**config.mk**
```make
export PLATFORM = sky130hd
export DESIGN_NAME = axi_lite_master_arb_flat
export DESIGN_NICKNAME = d
export VERILOG_FILES = /design/src/rtl/axi_lite_master_arb_if.sv /design/src/rtl/axi_lite_master_arb.sv /design/src/flat_wrapper.sv
export SDC_FILE = /design/constraint.sdc
export NUM_CORES = 1
export LEC_CHECK = 0
export CORE_MARGIN = 5
export CORE_UTILIZATION = 33
export DETAILED_ROUTE_END_ITERATION = 8
export GPL_ROUTABILITY_DRIVEN = 0
export PLACE_DENSITY = 0.76
export SLEW_MARGIN = 20
export SYNTH_ARGS = -nofsm -noshare
export SYNTH_HDL_FRONTEND = slang
export SYNTH_SLANG_ARGS = --single-unit
```
**constraint.sdc**
```tcl
create_clock -name aclk -period 1.7 [get_ports aclk]
set_input_delay 0.34 -clock aclk [delete_from_list [all_inputs] [get_ports aclk]]
set_output_delay 0.34 -clock aclk [all_outputs]
set_load 0.03 [all_outputs]
```
**src/rtl/axi_lite_master_arb_if.sv**
```systemverilog
// Purpose: bundle of requester-side and AXI4-Lite-side signals of the two-port AXI-Lite master arbiter.
// Latency: none (wiring only).
// Backpressure: carried by the req_valid/req_ready and AXI valid/ready pairs; rsp_valid has no backpressure.
//
// Modports:
//   master - view of the arbiter: drives req_ready, rsp_*, aw*, w*, bready, ar*, rready.
//   slave  - view of the environment (requesters + AXI slave): drives the opposite set.
interface axi_lite_master_arb_if;
    // requester side
    logic [1:0]  req_valid;
    logic [1:0]  req_ready;
    logic [1:0]  req_write;
    logic [63:0] req_addr;
    logic [63:0] req_wdata;
    logic [7:0]  req_wstrb;
    logic [1:0]  rsp_valid;
    logic [31:0] rsp_rdata;
    logic [1:0]  rsp_resp;
    // AXI4-Lite write address / data / response
    logic        awvalid;
    logic        awready;
    logic [31:0] awaddr;
    logic        awprot;
    logic        wvalid;
    logic        wready;
    logic [31:0] wdata;
    logic [3:0]  wstrb;
    logic        bvalid;
    logic        bready;
    logic [1:0]  bresp;
    // AXI4-Lite read address / data
    logic        arvalid;
    logic        arready;
    logic [31:0] araddr;
    logic        arprot;
    logic        rvalid;
    logic        rready;
    logic [31:0] rdata;
    logic [1:0]  rresp;

    modport master (
        input  req_valid, req_write, req_addr, req_wdata, req_wstrb,
        input  awready, wready, bvalid, bresp, arready, rvalid, rdata, rresp,
        output req_ready, rsp_valid, rsp_rdata, rsp_resp,
        output awvalid, awaddr, awprot, wvalid, wdata, wstrb, bready,
        output arvalid, araddr, arprot, rready
    );

    modport slave (
        output req_valid, req_write, req_addr, req_wdata, req_wstrb,
        output awready, wready, bvalid, bresp, arready, rvalid, rdata, rresp,
        input  req_ready, rsp_valid, rsp_rdata, rsp_resp,
        input  awvalid, awaddr, awprot, wvalid, wdata, wstrb, bready,
        input  arvalid, araddr, arprot, rready
    );
endinterface

```
**src/rtl/axi_lite_master_arb.sv**
```systemverilog
// Purpose: arbitrates two command requesters onto one AXI4-Lite master port, one transaction outstanding.
// Latency: grant (req_ready pulse) to rsp_valid is 4 cycles minimum with zero-wait slaves.
// Backpressure: requesters hold req_valid until req_ready; AXI valids held until handshake; rsp_valid is not backpressured.
//
// Ports: aclk, aresetn (async, active-low) plus bus (axi_lite_master_arb_if.master) carrying
//        req_valid/req_ready/req_write/req_addr/req_wdata/req_wstrb, rsp_valid/rsp_rdata/rsp_resp
//        and the AXI4-Lite AW/W/B/AR/R channels.
// Build option: define AXI_ARB_FIXED_PRIO_EN to make requester 0 win every tie (default: round-robin).
module axi_lite_master_arb (
    input  logic                         aclk,
    input  logic                         aresetn,
    axi_lite_master_arb_if.master        bus
);

    localparam logic [2:0] IDLE    = 3'd0;
    localparam logic [2:0] WR_REQ  = 3'd1;
    localparam logic [2:0] WR_RESP = 3'd2;
    localparam logic [2:0] RD_REQ  = 3'd3;
    localparam logic [2:0] RD_DATA = 3'd4;
    localparam logic [2:0] DONE    = 3'd5;

    logic [2:0]  state;
    logic        owner;          // requester that owns the in-flight transaction
    logic [31:0] addr_q;
    logic [31:0] wdata_q;
    logic [3:0]  wstrb_q;
    logic        awvalid_q;
    logic        wvalid_q;
    logic        arvalid_q;
    logic [1:0]  rsp_valid_q;
    logic [31:0] rsp_rdata_q;
    logic [1:0]  rsp_resp_q;

    logic        grant_id;
    logic [1:0]  grant;

`ifndef AXI_ARB_FIXED_PRIO_EN
    logic        last_grant;     // requester granted most recently
`endif

    // Arbitration: only meaningful in IDLE, where it doubles as the req_ready pulse.
    always_comb begin
        grant_id = 1'b0;
`ifdef AXI_ARB_FIXED_PRIO_EN
        grant_id = ~bus.req_valid[0];
`else
        if (&bus.req_valid) begin
            grant_id = ~last_grant;
        end else begin
            grant_id = bus.req_valid[1];
        end
`endif
        grant = 2'b00;
        if ((state == IDLE) && (|bus.req_valid)) begin
            grant = grant_id ? 2'b10 : 2'b01;
        end
    end

    // The FSM already sits in IDLE during reset, so a requester raising valid
    // early would otherwise see a ready pulse while the block is held in reset.
    assign bus.req_ready = aresetn ? grant : 2'b00;

    assign bus.awvalid   = awvalid_q;
    assign bus.awaddr    = addr_q;
    assign bus.awprot    = 1'b0;
    assign bus.wvalid    = wvalid_q;
    assign bus.wdata     = wdata_q;
    assign bus.wstrb     = wstrb_q;
    assign bus.bready    = (state == WR_RESP);
    assign bus.arvalid   = arvalid_q;
    assign bus.araddr    = addr_q;
    assign bus.arprot    = 1'b0;
    assign bus.rready    = (state == RD_DATA);
    assign bus.rsp_valid = rsp_valid_q;
    assign bus.rsp_rdata = rsp_rdata_q;
    assign bus.rsp_resp  = rsp_resp_q;

`ifndef AXI_ARB_FIXED_PRIO_EN
    // Reset value 1 makes requester 0 win the first tie.
    always_ff @(posedge aclk or negedge aresetn) begin
        if (!aresetn) begin
            last_grant <= 1'b1;
        end else if ((state == IDLE) && (|bus.req_valid)) begin
            last_grant <= grant_id;
        end
    end
`endif

    always_ff @(posedge aclk or negedge aresetn) begin
        if (!aresetn) begin
            state       <= IDLE;
            owner       <= 1'b0;
            addr_q      <= 32'h0;
            wdata_q     <= 32'h0;
            wstrb_q     <= 4'h0;
            awvalid_q   <= 1'b0;
            wvalid_q    <= 1'b0;
            arvalid_q   <= 1'b0;
            rsp_valid_q <= 2'b00;
            rsp_rdata_q <= 32'h0;
            rsp_resp_q  <= 2'b00;
        end else begin
            rsp_valid_q <= 2'b00;
            case (state)
                IDLE: begin
                    if (|bus.req_valid) begin
                        owner   <= grant_id;
                        addr_q  <= grant_id ? bus.req_addr[63:32]  : bus.req_addr[31:0];
                        wdata_q <= grant_id ? bus.req_wdata[63:32] : bus.req_wdata[31:0];
                        wstrb_q <= grant_id ? bus.req_wstrb[7:4]   : bus.req_wstrb[3:0];
                        if (bus.req_write[grant_id]) begin
                            awvalid_q <= 1'b1;
                            wvalid_q  <= 1'b1;
                            state     <= WR_REQ;
                        end else begin
                            arvalid_q <= 1'b1;
                            state     <= RD_REQ;
                        end
                    end
                end
                WR_REQ: begin
                    // AW and W retire independently; a channel whose valid is
                    // already low counts as done.
                    if (awvalid_q && bus.awready) begin
                        awvalid_q <= 1'b0;
                    end
                    if (wvalid_q && bus.wready) begin
                        wvalid_q <= 1'b0;
                    end
                    if ((!awvalid_q || bus.awready) && (!wvalid_q || bus.wready)) begin
                        state <= WR_RESP;
                    end
                end
                WR_RESP: begin
                    if (bus.bvalid) begin
                        rsp_rdata_q <= 32'h0;
                        rsp_resp_q  <= bus.bresp;
                        state       <= DONE;
                    end
                end
                RD_REQ: begin
                    if (bus.arready) begin
                        arvalid_q <= 1'b0;
                        state     <= RD_DATA;
                    end
                end
                RD_DATA: begin
                    if (bus.rvalid) begin
                        rsp_rdata_q <= bus.rdata;
                        rsp_resp_q  <= bus.rresp;
                        state       <= DONE;
                    end
                end
                DONE: begin
                    // Completion is issued from a flop so rsp_valid never
                    // depends combinationally on the AXI response inputs.
                    rsp_valid_q <= owner ? 2'b10 : 2'b01;
                    state       <= IDLE;
                end
                default: begin
                    state <= IDLE;
                end
            endcase
        end
    end

endmodule

```
**src/flat_wrapper.sv**
```systemverilog
// flat-port wrapper written by rule: the top's interface ports become plain ports
module axi_lite_master_arb_flat 
  (aclk, aresetn, bus_req_valid, bus_req_write, bus_req_addr, bus_req_wdata, bus_req_wstrb, bus_awready, bus_wready, bus_bvalid, bus_bresp, bus_arready, bus_rvalid, bus_rdata, bus_rresp, bus_req_ready, bus_rsp_valid, bus_rsp_rdata, bus_rsp_resp, bus_awvalid, bus_awaddr, bus_awprot, bus_wvalid, bus_wdata, bus_wstrb, bus_bready, bus_arvalid, bus_araddr, bus_arprot, bus_rready);
  axi_lite_master_arb_if bus_i ();
  input  logic aclk;
  input  logic aresetn;
  input wire logic [$bits(bus_i.req_valid)-1:0] bus_req_valid;
  input wire logic [$bits(bus_i.req_write)-1:0] bus_req_write;
  input wire logic [$bits(bus_i.req_addr)-1:0] bus_req_addr;
  input wire logic [$bits(bus_i.req_wdata)-1:0] bus_req_wdata;
  input wire logic [$bits(bus_i.req_wstrb)-1:0] bus_req_wstrb;
  input wire logic [$bits(bus_i.awready)-1:0] bus_awready;
  input wire logic [$bits(bus_i.wready)-1:0] bus_wready;
  input wire logic [$bits(bus_i.bvalid)-1:0] bus_bvalid;
  input wire logic [$bits(bus_i.bresp)-1:0] bus_bresp;
  input wire logic [$bits(bus_i.arready)-1:0] bus_arready;
  input wire logic [$bits(bus_i.rvalid)-1:0] bus_rvalid;
  input wire logic [$bits(bus_i.rdata)-1:0] bus_rdata;
  input wire logic [$bits(bus_i.rresp)-1:0] bus_rresp;
  output wire logic [$bits(bus_i.req_ready)-1:0] bus_req_ready;
  output wire logic [$bits(bus_i.rsp_valid)-1:0] bus_rsp_valid;
  output wire logic [$bits(bus_i.rsp_rdata)-1:0] bus_rsp_rdata;
  output wire logic [$bits(bus_i.rsp_resp)-1:0] bus_rsp_resp;
  output wire logic [$bits(bus_i.awvalid)-1:0] bus_awvalid;
  output wire logic [$bits(bus_i.awaddr)-1:0] bus_awaddr;
  output wire logic [$bits(bus_i.awprot)-1:0] bus_awprot;
  output wire logic [$bits(bus_i.wvalid)-1:0] bus_wvalid;
  output wire logic [$bits(bus_i.wdata)-1:0] bus_wdata;
  output wire logic [$bits(bus_i.wstrb)-1:0] bus_wstrb;
  output wire logic [$bits(bus_i.bready)-1:0] bus_bready;
  output wire logic [$bits(bus_i.arvalid)-1:0] bus_arvalid;
  output wire logic [$bits(bus_i.araddr)-1:0] bus_araddr;
  output wire logic [$bits(bus_i.arprot)-1:0] bus_arprot;
  output wire logic [$bits(bus_i.rready)-1:0] bus_rready;
  assign bus_i.req_valid = bus_req_valid;
  assign bus_i.req_write = bus_req_write;
  assign bus_i.req_addr = bus_req_addr;
  assign bus_i.req_wdata = bus_req_wdata;
  assign bus_i.req_wstrb = bus_req_wstrb;
  assign bus_i.awready = bus_awready;
  assign bus_i.wready = bus_wready;
  assign bus_i.bvalid = bus_bvalid;
  assign bus_i.bresp = bus_bresp;
  assign bus_i.arready = bus_arready;
  assign bus_i.rvalid = bus_rvalid;
  assign bus_i.rdata = bus_rdata;
  assign bus_i.rresp = bus_rresp;
  assign bus_req_ready = bus_i.req_ready;
  assign bus_rsp_valid = bus_i.rsp_valid;
  assign bus_rsp_rdata = bus_i.rsp_rdata;
  assign bus_rsp_resp = bus_i.rsp_resp;
  assign bus_awvalid = bus_i.awvalid;
  assign bus_awaddr = bus_i.awaddr;
  assign bus_awprot = bus_i.awprot;
  assign bus_wvalid = bus_i.wvalid;
  assign bus_wdata = bus_i.wdata;
  assign bus_wstrb = bus_i.wstrb;
  assign bus_bready = bus_i.bready;
  assign bus_arvalid = bus_i.arvalid;
  assign bus_araddr = bus_i.araddr;
  assign bus_arprot = bus_i.arprot;
  assign bus_rready = bus_i.rready;
  axi_lite_master_arb u_core (.aclk(aclk), .aresetn(aresetn), .bus(bus_i));
endmodule
```
# [After elaboration in Yosys (flattened, before gate mapping)]
# Index checks and enable logic that the tools add are counted.
[word_totals] regBits=112 latchBits=0 ram_bits=0 rom_bits=0 inputBits=183 output_inout_bits=145 elab_cells=82 mem_count=0
[classes] addsub=0 mul=0 div_mod_pow=0 magnitude_cmp=1 n_eq_ne=14 n_shift=0 n_mux=34 bitwise=1 n_reduce_logical=20
[op_table] operator="32-bit 2-to-1 mux" count=4
[op_table] operator="32-bit case mux with 2 select lines" count=1
[op_table] operator="2-bit 2-to-1 mux" count=8
[op_table] operator="3-bit 2-to-1 mux" count=5
[op_table] operator="3-bit case mux with 5 select lines" count=1
[op_table] operator="2-bit inequality test (second input constant)" count=6
[op_table] operator="4-bit AND reduction" count=3
[op_table] operator="1-bit 2-to-1 mux" count=10
[op_table] operator="3-bit by 2-bit equality test with 1-bit output (second input constant)" count=2
[op_table] operator="3-bit equality test (second input constant)" count=2
[op_table] operator="2-bit by 1-bit inequality test with 1-bit output (second input constant)" count=3
[op_table] operator="1-bit case mux with 2 select lines" count=3
[op_table] operator="2-bit nonzero test" count=3
[op_table] operator="5-bit AND reduction" count=1
[op_table] operator="1-bit logical AND" count=4
[op_table] operator="4-bit 2-to-1 mux" count=1
[op_table] operator="2-bit case mux with 2 select lines" count=1
[op_table] operator="2-bit AND reduction" count=2
[op_table] operator="3-bit by 1-bit equality test with 1-bit output (second input constant)" count=1
[op_table] operator="3-bit zero test" count=1
[op_table] operator="3-bit AND reduction" count=1
[op_table] operator="1-bit zero test" count=2
[op_table] operator="1-bit logical OR" count=2
[op_table] operator="1-bit by 2-bit less-than comparator with 1-bit output (second input constant)" count=1
[op_table] operator="2 further kinds" count=2

# [Logic depth before layout (Yosys ltp)]
# Gate-level depths: netlist (run 1).
[depth] depth_word=7 mapped_depth=8 ltp_nobuf=4

# [Worst setup path after synthesis (run 1)]
# OpenSTA, ideal clock, no wires.
[synth_path] path_kind="reg2out" startpoint="register u_core.state[2]" endpoint="output port bus_req_ready[0]" arrival_time_ns=1.557 required_time_ns=1.360 slack_ns=-0.197 stages_incl_launch_ff=8 path_buffers=4 path_cell_list="dfrtp_1 -> buf_6 -> nor3_2 -> and3_1 -> buf_6 -> buf_6 -> buf_6 -> and2_1"
[synth_between] elab_chain_cells=4
[synth_rtl] element="start, declared" line_no="axi_lite_master_arb.sv:22" rtl="logic [2:0] state;"
[synth_rtl] element="start signal, assigned" line_no="axi_lite_master_arb.sv:91" rtl="state <= IDLE;"
[synth_rtl] element="start signal, assigned" line_no="axi_lite_master_arb.sv:114" rtl="state <= WR_REQ;"
[synth_rtl] element="start signal, assigned" line_no="axi_lite_master_arb.sv:117" rtl="state <= RD_REQ;"
[synth_rtl] element="3-bit zero test" line_no="axi_lite_master_arb.sv:54" rtl="if ((state == IDLE) && (|bus.req_valid)) begin"
[synth_rtl] element="1-bit logical AND" line_no="axi_lite_master_arb.sv:54"
[synth_rtl] element="2-bit 2-to-1 mux" line_no="axi_lite_master_arb.sv:54"
[synth_rtl] element="2-bit 2-to-1 mux" line_no="axi_lite_master_arb.sv:61" rtl="assign bus.req_ready = aresetn ? grant : 2'b00;"
[synth_rtl] element="end, declared" line_no="flat_wrapper.sv:20" rtl="output wire logic [$bits(bus_i.req_ready)-1:0] bus_req_ready;"
# No other way between the ends.

# [Final worst setup path (run 1)]
[layout_path] startpoint="register u_core.state[0]" endpoint="output port bus_req_ready[0]"
# Same word-level chain as after synthesis.

==> out/results.tsv, run 1 <==
metric	value	unit
DRC	5	
Max Slew Vio Count	0	
# port buffers	325	
post-synthesis sequential area ratio	56.79	%
CP peak stage delay	0.43	ns
CP max-delay cell	dfrtp_1	
Max H-tree Level	3	
RSZ-0062 raised after global routing	true	
Final #Nets	949	
max cap viols	0	
Cell Area, Synth	4937	um2
Die H	132.3	um
commonest non-fill, non-tap cells in the layout	clkdlybuf4s50_1, dlygate4sd2_1, dfrtp_1	
commonest non-fill, non-tap cell in the layout	clkdlybuf4s50_1	
Clock Skew	0.006739	ns
Site Rows	44	
Sink Count	112	
largest net degree at the start of global routing	69	
Post-synth EDFFs	0	
Hold-fix buffers, CTS	0	
Syn Inst Count	470	
final period utilization	105.5	%
layout cells sized above 1	7.782	%
Final min period	1.793	ns
Ports	328	
CTS Root Cell	clkbuf_16	
Congestion Overflow GR	0	
Vias	4896	
Routed Antenna Nets	0	
Pre-antenna DRT Iters	9	
initial antenna violation count	0	
CP arrival	1.45	ns
Initial DRC Count	461	
crit-path leading delay family	simple AND/OR/NAND/NOR gates	
clock slew at reported path FFs	0.07	ns
Vias/cell	5.127	
number of setup violations in the final report	2	
CP required	1.36	ns
core area	14590	um2
final hold vios	0	
DP Worst Slack	-0.2915	ns
first-pass GRT wire length	26.55	mm
Tot GR Track Use	18.70	%
failing checks	design-rule violations, negative setup slack	
synth warn	0	
HP Class	input pin to asynchronous set/reset pin	
Die W	132.3	um
Max VDD drop	0.0008706	V
Clock Latency Late Sink	0.34	ns
vias in the first global route	4955	
leakage power	4.318	nW
worst setup margin	-0.09322	ns
CP Class	flip-flop to output pin	
Routed WL	18.20	mm
Top FF cell, synth	dfrtp_1	
Max transition margin	62.41	%
P&R area growth vs syn	73.90	%
FMAX	557.7	MHz
Max FO, Critical Path	3	
total power	15.76	mW
crit start category	flip-flop	
ys async rst share	100.0	%
post-synthesis cell type count	34	
FF+latch count, synth	112	
outcome	finished with violations	
full die area	17510	um2
CTS tree	done	
WP buf/inv	1	
CTS Buf Count	9	
Worst Setup End Kind	output pin	
CP cell instances	nor3_4, and3_4, and2_4, buf_6	
Worst Tran Pin Value	0.5639	ns
Initial Util	33.84	%
Avg Synthesized Cell Area	10.50	um2
drt wl/cell	19.06	um
clock buffer depth	2	
Inserted Diodes	0	
Detail Placement HPWL	13.33	mm
PwrDens	1835	nW/um2
## where the power goes
group	internal, mW	switching [mW]	leakage [nW]
sequential	3.81	0.725	1.44
combinational	3.45	5.62	2.74
clock	1.22	0.919	0.146
## metrics by stage
step | std cells | util (%) | cell area (um2) | setup TNS [ns] | hold WS, ns
finish | 955 | 58.85 | 8586 | -0.1727 | 0.04259
global placement | 927 | 56.49 | 8242 | -11.52 | 0.4107
floorplan | 471 | - | 4954 | -0.01189 | 0.04441
detailed placement | 927 | 56.49 | 8242 | -14.79 | 0.4241
global route | 955 | 58.85 | 8586 | -0.5085 | 0.06438
CTS | 948 | 57.89 | 8446 | -0.2010 | 0.04100
## flip-flops by register name (all words and copies together), names as in the netlist
name and cells:
u_core.bus.araddr 32, u_core.bus.arvalid 1, u_core.bus.awvalid 1, u_core.bus.rsp_rdata 32, u_core.bus.rsp_resp 2, u_core.bus.rsp_valid 2
u_core.bus.wdata 32, u_core.bus.wstrb 4, u_core.bus.wvalid 1, u_core.last_grant 1, u_core.owner 1, u_core.state 3
## synth_stat cells, types with 3 or more instances
cell type	count	area [um2]
o21ai_0	15	75.07
a222oi_1	68	680.7
clkbuf_1	12	45.04
nand2_1	72	270.3
nand2b_1	3	18.77
dfrtp_1	111	2778
mux2i_1	4	40.04
o21ai_1	25	125.1
buf_6	4	45.04
buf_2	20	100.1
buf_4	35	262.8
inv_1	72	270.3
nor2_1	3	11.26
## logic make-up after synthesis
group	count (synthesis)	synth area share, %
and+or+nand+nor	90	7.958
AOI/OAI and AO/OA	120	19.72
other	1	0.07595
muxes	4	0.8110
DFF	112	56.79
buffers and inverters	143	14.65
## final cells by class
class | count | area, um2
Sequential cell | 112 | 2805
Tap cell | 184 | 230.2
Timing Repair Buffer | 355 | 3510
Clock buffer | 13 | 260.3
Fill cell | 1241 | 6003
Inverter | 72 | 270.3
Clock inverter | 3 | 42.54
Multi-Input combinational cell | 216 | 1468
## metal layers
layer  wire, um  vias up  GRT usage (%)
met5          0        -              0
met2       9595      272          34.03
met4        461        0          6.448
met1       6436     2374          20.34
li1           -     2217              -
met3       1709       33          6.107
## worst paths after layout
kind	start	endpoint	slack, ns	cells past startpoint
max in group asynchronous	aresetn	u_core.bus.araddr[8]	1.16	2
max	u_core.state[0]	bus_req_ready[0]	-0.09	4
min in group aclk	u_core.bus.rsp_rdata[11]	u_core.bus.rsp_rdata[11]	0.48	2
min	aresetn	u_core.bus.wdata[8]	0.04	2
min reg2reg	u_core.bus.rsp_rdata[11]	u_core.bus.rsp_rdata[11]	0.48	2
max reg2reg	u_core.state[1]	u_core.bus.rsp_rdata[10]	0.04	8
## repair_timing
| action | 4_1_cts | 5_1_grt |
|---|---|---|
| gates resized for setup | 150 | 5 |
| gates cloned | 0 | 5 |
| pin swaps | 4 | 2 |
| setup buffers | 5 | 2 |
| setup endpoints to repair | 143 | 25 |
Note: power is estimated with default switching activity, not from simulation.
==> run 2: changes to the inputs <==
- ABC_AREA: default -> 1
- CORE_UTILIZATION: 33 -> 34
- PLACE_DENSITY: 0.76 -> 0.75
==> run 2 against run 1 <==
  * The flow finishes with violations (negative setup slack)
  * Routed wire length increased by 13%
  * First-iteration DRC count shrank 27%
  * Sequential cell count unchanged
  * Synthesized area grew 10%
  * Fmax is 0.68% lower
  * Die area is 6.2% higher
  * Clock-buffer cell count shrank 1
  * Sequential share of layout area down 2.3 points
  * Core utilization decreased by 0.29 points
  * Largest cell class unchanged
  * Largest power group unchanged
==> out/results.tsv, run 2 <==
metric	value	unit
outcome	finished with violations	
failing checks	negative setup slack	
total power	17.97	mW
Synth top cells by count	nand3_1, nand2_1, dfrtp_1, buf_4	
HP Class	input pin to asynchronous set/reset pin	
Worst Setup End Kind	output pin	
power share of the sequential group	26.3	%
synth warn	0	
CP peak stage delay	0.47	ns
CP required	1.36	ns
first-pass GRT wire length	30.35	mm
Congestion Overflow GR	0	
P&R area growth vs syn	70.07	%
top cells by area, synth	dfrtp_1, nand3_1, nand2_1	
Top FF cell, synth	dfrtp_1	
Final min period	1.805	ns
DP Worst Slack	-0.1890	ns
CP arrival	1.47	ns
crit-path leading delay family	buffers and inverters	
Tot GR Track Use	20.93	%
CP cell instances	clkdlybuf4s50_1, nor2_1, buf_4, nor2_4, inv_4, nor3_4, buf_6	
Cell Area, Synth	5430	um2
Clock Latency Late Sink	0.35	ns
Detail Placement HPWL	14.62	mm
Sink Count	112	
FMAX	553.9	MHz
full die area	18600	um2
placed insts	1150	
CP Class	input pin to output pin	
ys async rst share	100.0	%
Hold-fix buffers, CTS	0	
Max transition margin	57.79	%
post-synthesis sequential area ratio	51.64	%
vias in the first global route	5421	
Die W	136.4	um
Initial Util	34.43	%
FF-to-FF setup slack	0.07	ns
max cap viols	0	
# port buffers	325	
commonest non-fill, non-tap cells in the layout	nand3_1, clkdlybuf4s50_1, nand2_1	
clock slew at reported path FFs	0.07	ns
CTS Buf Count	9	
Max VDD drop	0.0009971	V
Net Sw Power	8.815	mW
Final #Nets	1145	
CTS tree	done	
layout cells sized above 1	9.824	%
Die H	136.4	um
Site Rows	46	
area share of the largest cell type after synthesis	51.15	%
Max Slew Vio Count	0	
final period utilization	106.2	%
most common cell in the synthesized netlist	nand3_1	
Syn Inst Count	661	
Clock Skew	0.006867	ns
Routed WL	20.64	mm
Inserted Diodes	0	
Vias	5744	
post-synthesis cell type count	21	
worst setup margin	-0.1055	ns
final hold vios	0	
WP buf/inv	4	
final hold slack	0.1101	ns
Switching Fraction	49.06	%
PwrDens	1946	nW/um2
Vias/cell	4.855	
clock share of power	12.5	%
Routed Antenna Nets	0	
Max H-tree Level	3	
CP max-delay cell	clkdlybuf4s50_1	
FF+latch count, synth	112	
RSZ-0062 raised after global routing	true	
Avg Synthesized Cell Area	8.215	um2
leakage power	4.496	nW
number of setup violations in the final report	3	
commonest non-fill, non-tap cell in the layout	nand3_1	
# fillers	1486	
crit start category	input pin	
Ports	328	
largest net degree at the start of global routing	113	
largest area contributor in the netlist	dfrtp_1	
DRC	0	
Layout Cells excl Fill	1183	
Worst Tran Pin Value	0.6331	ns
Max FO, Critical Path	3	
P_int	9.153	mW
Post-synth EDFFs	0	
clock buffer depth	2	
Pre-antenna DRT Iters	5	
drt wl/cell	17.44	um
Logic pwr share	61.2	%
core area	15770	um2
initial antenna violation count	0	
Initial DRC Count	336	
CTS Root Cell	clkbuf_16	
fin util	58.56	%
[run 2: power by group through the flow]
stage	clock [mW]	sequential (mW)	combinational (mW)
finish	2.25	4.73	11.0
global route	2.42	4.91	11.8
CTS	2.30	4.72	10.6
detailed placement	0	4.82	11.4
global placement	0	4.81	11.3
floorplan	0	7.02	4.63
[run 2: through the flow]
step | instance area, um2 | TNS, ns
5_1_grt | 9235 | -0.4739
4_1_cts | 9077 | -0.2320
2_1_floorplan | 5453 | -0.009393
3_5_place_dp | 8835 | -5.893
6_report | 9235 | -0.1644
3_3_place_gp | 8835 | -4.094
[run 2: logic make-up (layout without fill, tap and decap cells)]
| family | Yosys count | count (layout) | share of synthesized area, % |
|---|---|---|---|
| flip-flops | 112 | 112 | 51.64 |
| AND/OR/NAND/NOR | 411 | 411 | 33.96 |
| other | 1 | 2 | 0.06906 |
| AO/OA/AOI/OAI | 35 | 35 | 3.502 |
| buffers and inverters | 102 | 407 | 10.83 |
[run 2: timing repair]
action,4_1_cts,5_1_grt
gates resized for setup,151,10
setup buffers,10,2
setup endpoints to repair,143,24
pin swaps,5,3
gates cloned,0,5
[run 2: final cells by class]
type | count | area (um2) | share of cell area, %
timing repair buffer | 370 | 3661 | 39.64
sequential | 112 | 2808 | 30.40
multi-input combinational | 448 | 2103 | 22.77
tap | 216 | 270.3 | 2.926
clock buffer | 12 | 256.5 | 2.777
inverter | 21 | 83.83 | 0.9077
clock inverter | 4 | 52.55 | 0.5690
[run 2: final timing paths]
kind / from / end / cells after the start
max: bus_req_valid[1] / bus_req_ready[0] / 7
min: aresetn / u_core.bus.wstrb[1] / 2
max reg2reg: u_core.state[1] / u_core.bus.rsp_rdata[16] / 10
min reg2reg: u_core.owner / u_core.bus.rsp_valid[0] / 1
max in group asynchronous: aresetn / u_core.state[0] / 2
min in group aclk: u_core.owner / u_core.bus.rsp_valid[0] / 1
[run 2: per-layer routing]
metal / GRT usage [%] / vias to the layer above / wire, um
li1: - / 2767 / -
met1: 26.97 / 2723 / 8546
met2: 34.34 / 213 / 10000
met3: 4.293 / 41 / 1415
met4: 8.567 / 0 / 673
met5: 0 / - / 0
